==> src/rtl/imm_ext_stage_if.sv <==
// Handshake bundle for imm_ext_stage: producer offers a raw immediate, consumer
// takes the extended result.
interface imm_ext_stage_if #(
    parameter int unsigned IN_W  = 16,
    parameter int unsigned OUT_W = 32
) ();
    logic             in_valid;
    logic             in_ready;
    logic [IN_W-1:0]  imm_in;
    logic [1:0]       ext_op;
    logic             out_valid;
    logic             out_ready;
    logic [OUT_W-1:0] imm_out;

    modport master (
        output in_valid, imm_in, ext_op, out_ready,
        input  in_ready, out_valid, imm_out
    );

    modport slave (
        input  in_valid, imm_in, ext_op, out_ready,
        output in_ready, out_valid, imm_out
    );
endinterface

==> src/rtl/imm_ext_stage.sv <==
// Immediate extension stage: extends at input and buffers results in a
// two-entry (main + skid) FIFO so in_ready depends only on registered state.
module imm_ext_stage #(
    parameter int unsigned IN_W  = 16,
    parameter int unsigned OUT_W = 32
) (
    input  logic           clk,
    input  logic           reset,
    input  logic           flush,
    imm_ext_stage_if.slave bus
);

    if (OUT_W < IN_W + 2) begin : g_bad_width
        $error("imm_ext_stage: OUT_W must be at least IN_W+2");
    end

    localparam logic [1:0] StEmpty = 2'd0;
    localparam logic [1:0] StOne   = 2'd1;
    localparam logic [1:0] StTwo   = 2'd2;

    logic [1:0]       state_q, state_d;
    logic [OUT_W-1:0] main_q, main_d;
    logic [OUT_W-1:0] skid_q, skid_d;
    logic [OUT_W-1:0] sext;
    logic [OUT_W-1:0] ext_res;
    logic             in_xfer;
    logic             out_xfer;

    always_comb begin
        sext = {{(OUT_W-IN_W){bus.imm_in[IN_W-1]}}, bus.imm_in};
        unique case (bus.ext_op)
            2'b00:   ext_res = {{(OUT_W-IN_W){1'b0}}, bus.imm_in};
            2'b01:   ext_res = sext;
            2'b10:   ext_res = {bus.imm_in, {(OUT_W-IN_W){1'b0}}};
            default: ext_res = {sext[OUT_W-3:0], 2'b00};
        endcase
    end

    assign bus.in_ready  = (state_q != StTwo);
    assign bus.out_valid = (state_q != StEmpty);
    assign bus.imm_out   = main_q;

    assign in_xfer  = bus.in_valid && bus.in_ready;
    assign out_xfer = bus.out_valid && bus.out_ready;

    always_comb begin
        state_d = state_q;
        main_d  = main_q;
        skid_d  = skid_q;
        unique case (state_q)
            StEmpty: begin
                if (in_xfer) begin
                    state_d = StOne;
                    main_d  = ext_res;
                end
            end
            StOne: begin
                if (in_xfer && out_xfer) begin
                    main_d = ext_res;
                end else if (in_xfer) begin
                    state_d = StTwo;
                    skid_d  = ext_res;
                end else if (out_xfer) begin
                    state_d = StEmpty;
                end
            end
            StTwo: begin
                if (out_xfer) begin
                    state_d = StOne;
                    main_d  = skid_q;
                end
            end
            default: state_d = StEmpty;
        endcase
        // Flush discards held entries and whatever is offered this cycle.
        if (flush) begin
            state_d = StEmpty;
            main_d  = main_q;
            skid_d  = skid_q;
        end
    end

    always_ff @(posedge clk) begin
        if (reset) begin
            state_q <= StEmpty;
            main_q  <= '0;
            skid_q  <= '0;
        end else begin
            state_q <= state_d;
            main_q  <= main_d;
            skid_q  <= skid_d;
        end
    end

endmodule

==> src/flat_wrapper.sv <==
// flat-port wrapper written by rule: the top's interface ports become plain ports
module imm_ext_stage_flat 
#(
    parameter int unsigned IN_W  = 16,
    parameter int unsigned OUT_W = 32
)
  (clk, reset, flush, bus_in_valid, bus_imm_in, bus_ext_op, bus_out_ready, bus_in_ready, bus_out_valid, bus_imm_out);
  imm_ext_stage_if #(.IN_W(IN_W), .OUT_W(OUT_W)) bus_i ();
  input  logic clk;
  input  logic reset;
  input  logic flush;
  input wire logic [$bits(bus_i.in_valid)-1:0] bus_in_valid;
  input wire logic [$bits(bus_i.imm_in)-1:0] bus_imm_in;
  input wire logic [$bits(bus_i.ext_op)-1:0] bus_ext_op;
  input wire logic [$bits(bus_i.out_ready)-1:0] bus_out_ready;
  output wire logic [$bits(bus_i.in_ready)-1:0] bus_in_ready;
  output wire logic [$bits(bus_i.out_valid)-1:0] bus_out_valid;
  output wire logic [$bits(bus_i.imm_out)-1:0] bus_imm_out;
  assign bus_i.in_valid = bus_in_valid;
  assign bus_i.imm_in = bus_imm_in;
  assign bus_i.ext_op = bus_ext_op;
  assign bus_i.out_ready = bus_out_ready;
  assign bus_in_ready = bus_i.in_ready;
  assign bus_out_valid = bus_i.out_valid;
  assign bus_imm_out = bus_i.imm_out;
  imm_ext_stage #(.IN_W(IN_W), .OUT_W(OUT_W)) u_core (.clk(clk), .reset(reset), .flush(flush), .bus(bus_i));
endmodule
==> config.mk <==
export PLATFORM = sky130hd
export DESIGN_NAME = imm_ext_stage_flat
export DESIGN_NICKNAME = d
export VERILOG_FILES = /design/src/rtl/imm_ext_stage_if.sv /design/src/rtl/imm_ext_stage.sv /design/src/flat_wrapper.sv
export SDC_FILE = /design/constraint.sdc
export NUM_CORES = 1
export LEC_CHECK = 0
export BUFFER_PORTS_ARGS = -buffer_cell sky130_fd_sc_hd__buf_2
export CAP_MARGIN = 20
export CORE_MARGIN = 4
export CORE_UTILIZATION = 35
export CTS_BUF_LIST = sky130_fd_sc_hd__clkbuf_8
export CTS_CLUSTER_DIAMETER = 120
export CTS_CLUSTER_SIZE = 28
export DETAILED_ROUTE_END_ITERATION = 6
export PLACE_DENSITY = 0.52
export RECOVER_POWER = 100
export SLEW_MARGIN = 25
export SYNTH_ARGS = -nofsm -noshare
export SYNTH_HDL_FRONTEND = slang
export SYNTH_SLANG_ARGS = --single-unit
==> constraint.sdc <==
create_clock -name clk -period 2.7 [get_ports clk]
set_clock_uncertainty 0.15 [all_clocks]
set_input_delay 0.54 -clock clk [delete_from_list [all_inputs] [get_ports clk]]
set_output_delay 0.54 -clock clk [all_outputs]
set_load 0.02 [all_outputs]
# Word-level counts from Yosys, hierarchy flattened
# Cells that the tools add are included.
[word_totals]
reg_bits = 66
out_inout_bits = 34
[classes]
n_mux = 11
reduce_logical = 11
n_eq_ne = 10
bitwise_logic = 2
[ops]
columns = ["operator", "n"]
rows = [
  ["32-bit case mux with 3 select lines", 2],
  ["32-bit 2-to-1 mux", 3],
  ["2-bit 2-to-1 mux", 5],
  ["4-bit AND reduction", 2],
  ["2-bit by 1-bit inequality test with 1-bit output (second input constant)", 3],
  ["2-bit case mux with 3 select lines", 1],
  ["5-bit AND reduction", 1],
  ["2-bit by 1-bit equality test with 1-bit output (second input constant)", 2],
  ["2-bit equality test (second input constant)", 2],
  ["2-bit logical NOT", 2],
  ["2-bit inequality test (second input constant)", 2],
  ["1-bit logical AND", 3],
  ["3-bit by 1-bit inequality test with 1-bit output (second input constant)", 1],
  ["3-bit nonzero test", 1],
  ["1-bit inverter", 2],
  ["2-bit nonzero test", 1],
  ["2-bit OR reduction", 1],
]

# Logic depth before layout (Yosys ltp)
[depth]
word_depth = 6
ltp_mapped = 6
mapped_depth_nobuf = 5

# Least setup slack after synthesis
# OpenSTA, ideal clock, no wires.
[synth_timing]
path_type = "in2reg"
startpoint = "in bus_in_valid"
endpoint = "reg u_core.skid_q[1]"
arrival_ns = 1.446
slack_ns = 0.977
path_stages = 6
n_path_buf = 2
path_cell_list = "nor2b_2 > nor3b_2 > buf_4 > buf_4 > mux2i_1 > nor2_1"
[synth_between]
elab_chain_len = 4
[synth_rtl]
columns = ["item", "line", "source"]
rows = [
  ["start, declared", "flat_wrapper.sv:12", "input wire logic [$bits(bus_i.in_valid)-1:0] bus_in_valid;"],
  ["1-bit logical AND *", "imm_ext_stage.sv:43", "assign in_xfer = bus.in_valid && bus.in_ready;"],
  ["1-bit logical AND", "imm_ext_stage.sv:58", "if (in_xfer && out_xfer) begin"],
  ["1-bit inverter (no line)", "n/a", ""],
  ["4-bit AND reduction (no line) *", "n/a", ""],
  ["end signal, assigned", "imm_ext_stage.sv:91", "skid_q <= skid_d;"],
  ["end, declared", "imm_ext_stage.sv:23", "logic [OUT_W-1:0] skid_q, skid_d;"],
]
# Mark *: on every way between the ends. The rest lies on a longest branch, timed or not.
# A chain may end at the register's enable or synchronous reset.

# Final worst setup path
[layout_timing]
startpoint = "reg u_core.state_q[0]"
endpoint = "out bus_in_ready"
[layout_between]
elab_chain_len = 1
[layout_rtl]
columns = ["item", "line", "source"]
rows = [
  ["start, declared", "imm_ext_stage.sv:21", "logic [1:0] state_q, state_d;"],
  ["start signal, assigned", "imm_ext_stage.sv:85", "state_q <= StEmpty;"],
  ["start signal, assigned", "imm_ext_stage.sv:89", "state_q <= state_d;"],
  ["2-bit inequality test", "imm_ext_stage.sv:39", "assign bus.in_ready = (state_q != StTwo);"],
  ["end, declared", "flat_wrapper.sv:16", "output wire logic [$bits(bus_i.in_ready)-1:0] bus_in_ready;"],
]
# No other way between the ends.

==> run_results.csv <==
group,metric,value,unit
cts,insertion_delay,0.34,ns
yosys,syn_avg_cell_area,8.69,sq um
cts,cts.sinks,66,
floorplanning,dieArea,10400,sq um
critical_path,cp_max_fo,34,
sta,worstMarginPinSlew,1.17,ns
cts,htreeDepth,3,
yosys,synth_cells,354,
power_and_ir_drop,p_leak,0.00120,uW
cts,clk_path_buf_depth,2,
critical_path,cp.required,2.01,ns
place,gp_congestion,0.825,
grt,grt_pass1_vias,2619,
yosys,yosysTopAreaCell,"dfxtp_1",
sta,timing_hold_violations_final,0,
hold_path,hp-start,"bus_out_ready",
finish,drive_above_1_share,0.134,
critical_path,cp-start-kind,"flop",
grt,overflow,0,
sta,max_slew_margin,0.220,
yosys,synth_compound_area_frac,0.370,
finish,antenna_cells,0,
cts,cts_hold_buffers,0,
floorplanning,num_io_pins,57,
yosys,yosysUniqueCellTypes,35,
yosys,synthArstFlopShare,0,
yosys,synth_adder_area_share,0,
sta,tns,0,ns
detailed_routing,wl_per_cell,17.1,um
floorplanning,start_util,0.367,
yosys,synth_warnings,0,
yosys,synthXorXnorAreaFrac,0,
power_and_ir_drop,power_density,592,nW/um^2
floorplanning,die-height,102,um
critical_path,max_stage_delay,0.45,ns
yosys,ys_seq_area_frac,0.429,
place,dp.cells,486,
critical_path,crit_arrival,1.64,ns
detailed_routing,dr.pass1.iters,4,
hold_path,hp-class,"in -> reg",
sta,period_share,0.863,
yosys,synth-simple-area-share,0.120,
cts,cts_resized,0,
yosys,synth_top_area_frac,0.429,
flow_run,cap_violations,0,
cts,numCtsBuffers,9,
grt,grt_max_degree,65,
critical_path,critPathKind,"reg -> out",
yosys,synth-seq-cells,66,
place,hpwl,5.61,mm
detailed_routing,ant_nets,0,
detailed_routing,route.detailed.drc,0,
run_status,status,"finished clean",
detailed_routing,dr_total_vias,2764,
floorplanning,dieWidth,102,um
cts,root_buffer,"clkbuf_8",
cts,cts_tree,"done",
sta,fmax,429,MHz
yosys,synthTopCellsByArea,"dfxtp_1, a2111o_1, a21oi_1",
critical_path,cp-end-kind,"primary output",
finish,fin_cells,502,
grt,gr-usage-all-layers,0.175,
sta,setup_viol_count_final,0,
detailed_routing,drt_iter0_drc,161,
finish,nNetsFinal,415,
sta,fin_crit,2.33,ns
place,portBuffers,56,
finish,area_growth,14.0,%
critical_path,slowest_stage,"dfxtp_1",
cts,post_cts_buffers,0,
detailed_routing,viasPerCell,5.51,
yosys,syn_area,3080,sq um
yosys,synth_top_family_by_area,"compound AO/OA/AOI/OAI gates",
sta,slew_viol_final,0,
yosys,synth-main-ff-cell,"dfxtp_1",
critical_path,crit_chain,"nor2b_4 > inv_2 > clkbuf_1",
yosys,syn_nets,377,
grt,antenna_found_initial,0,
detailed_routing,wirelength,8.59,mm
grt,grt_pass1_wl,14.0,mm
cts,clkSlewWorstSetupHoldPaths,0.07,ns
yosys,muxShareOfSynthArea,0.00976,
power_and_ir_drop,ir_worst_vdd,0.000222,V
sta,rsz0062_at_grt,"false",
floorplanning,rows,33,
yosys,synth_edf_count,0,
floorplanning,core,8380,sq um
critical_path,reg2reg_from,"u_core.state_q[0]",
critical_path,crit_start,"u_core.state_q[0]",
==> synthesized netlist by cell type (2+ instances only) <==
| library cell | number |
|---|---|
| a211oi_1 | 30 |
| o21ai_0 | 32 |
| nor2_1 | 61 |
| nor2b_1 | 3 |
| nand2b_1 | 2 |
| a22oi_1 | 14 |
| clkbuf_1 | 16 |
| buf_6 | 3 |
| dfxtp_1 | 66 |
| nand2_1 | 6 |
| mux2i_1 | 3 |
| a21oi_1 | 48 |
| a2111o_1 | 28 |
| and2_1 | 2 |
| buf_2 | 14 |
| buf_4 | 4 |
| a211o_1 | 3 |
| o211ai_1 | 2 |
==> layout by cell type (no fill, tap or decap), types with 2 or more instances in the layout <==
cell type  count
clkinv_2       6
clkbuf_1      37
clkbuf_8       9
and2_1         2
buf_12         2
a22oi_1       14
nor2_1        61
mux2i_1        3
o211ai_1       2
nand2_1        6
a211o_1        3
dfxtp_1       66
a211oi_1      30
nand2b_1       2
buf_4          3
a2111o_1      28
a21oi_1       48
nor2b_1        3
o21ai_0       32
buf_2         21
==> final cells by class <==
type / instances / area (sq um)
Timing Repair Buffer: 65 / 319
Sequential cell: 66 / 1320
Clock buffer: 9 / 124
Tap cell: 105 / 131
Multi-Input combinational cell: 248 / 1550
Fill cell: 912 / 4870
Clock inverter: 7 / 60.1
Inverter: 2 / 7.51
==> where the power goes <==
group	internal (uW)	switching [uW]	total (uW)
sequential	1000	14.2	1020
combinational	82.9	172	255
clock	416	390	806
==> path summary, 6_finish.rpt <==
check | end | slack [ns] | depth (start not counted)
min | u_core.state_q[1] | 0.26 | 2
max | bus_in_ready | 0.37 | 3
max reg2reg | u_core.bus.imm_out[30] | 0.40 | 6
min reg2reg | u_core.bus.imm_out[17] | 0.32 | 2
==> registers in the layout, indices dropped and copies added, names as in the netlist <==
register,flops
u_core.skid_q,32
u_core.bus.imm_out,32
u_core.state_q,2
==> per-layer routing <==
layer,part of all wire,global-route usage,vias up
li1,-,-,1401
met1,0.49,0.247,1287
met2,0.44,0.258,67
met3,0.058,0.0448,9
met4,0.015,0.0613,0
met5,0,0,-
==> cells by family after synthesis <==
group / after synthesis
buf+inv: 40
simple gates: 82
mux: 3
compound gates: 163
flops: 66
==> metrics by stage <==
step | total power, uW | setup WS, ns | hold slack [ns] | cell area, sq um | utilization
6_report | 2080 | 0.369 | 0.262 | 3510 | 0.419
5_1_grt | 2170 | 0.232 | 0.259 | 3510 | 0.419
3_5_place_dp | 1300 | 0.590 | 0.312 | 3390 | 0.405
2_1_floorplan | 1210 | 0.977 | 0.300 | 3080 | -
4_1_cts | 2110 | 0.345 | 0.243 | 3570 | 0.426
3_3_place_gp | 1300 | 0.590 | 0.307 | 3390 | 0.405
==> worst max-delay path: cells and delay by family, from the launching register on <==
kind                   cells  cell delay (ns)
buffers and inverters      2             0.74
DFF                        1             0.45
and+or+nand+nor            1             0.11
(Power assumes the default switching activity.)
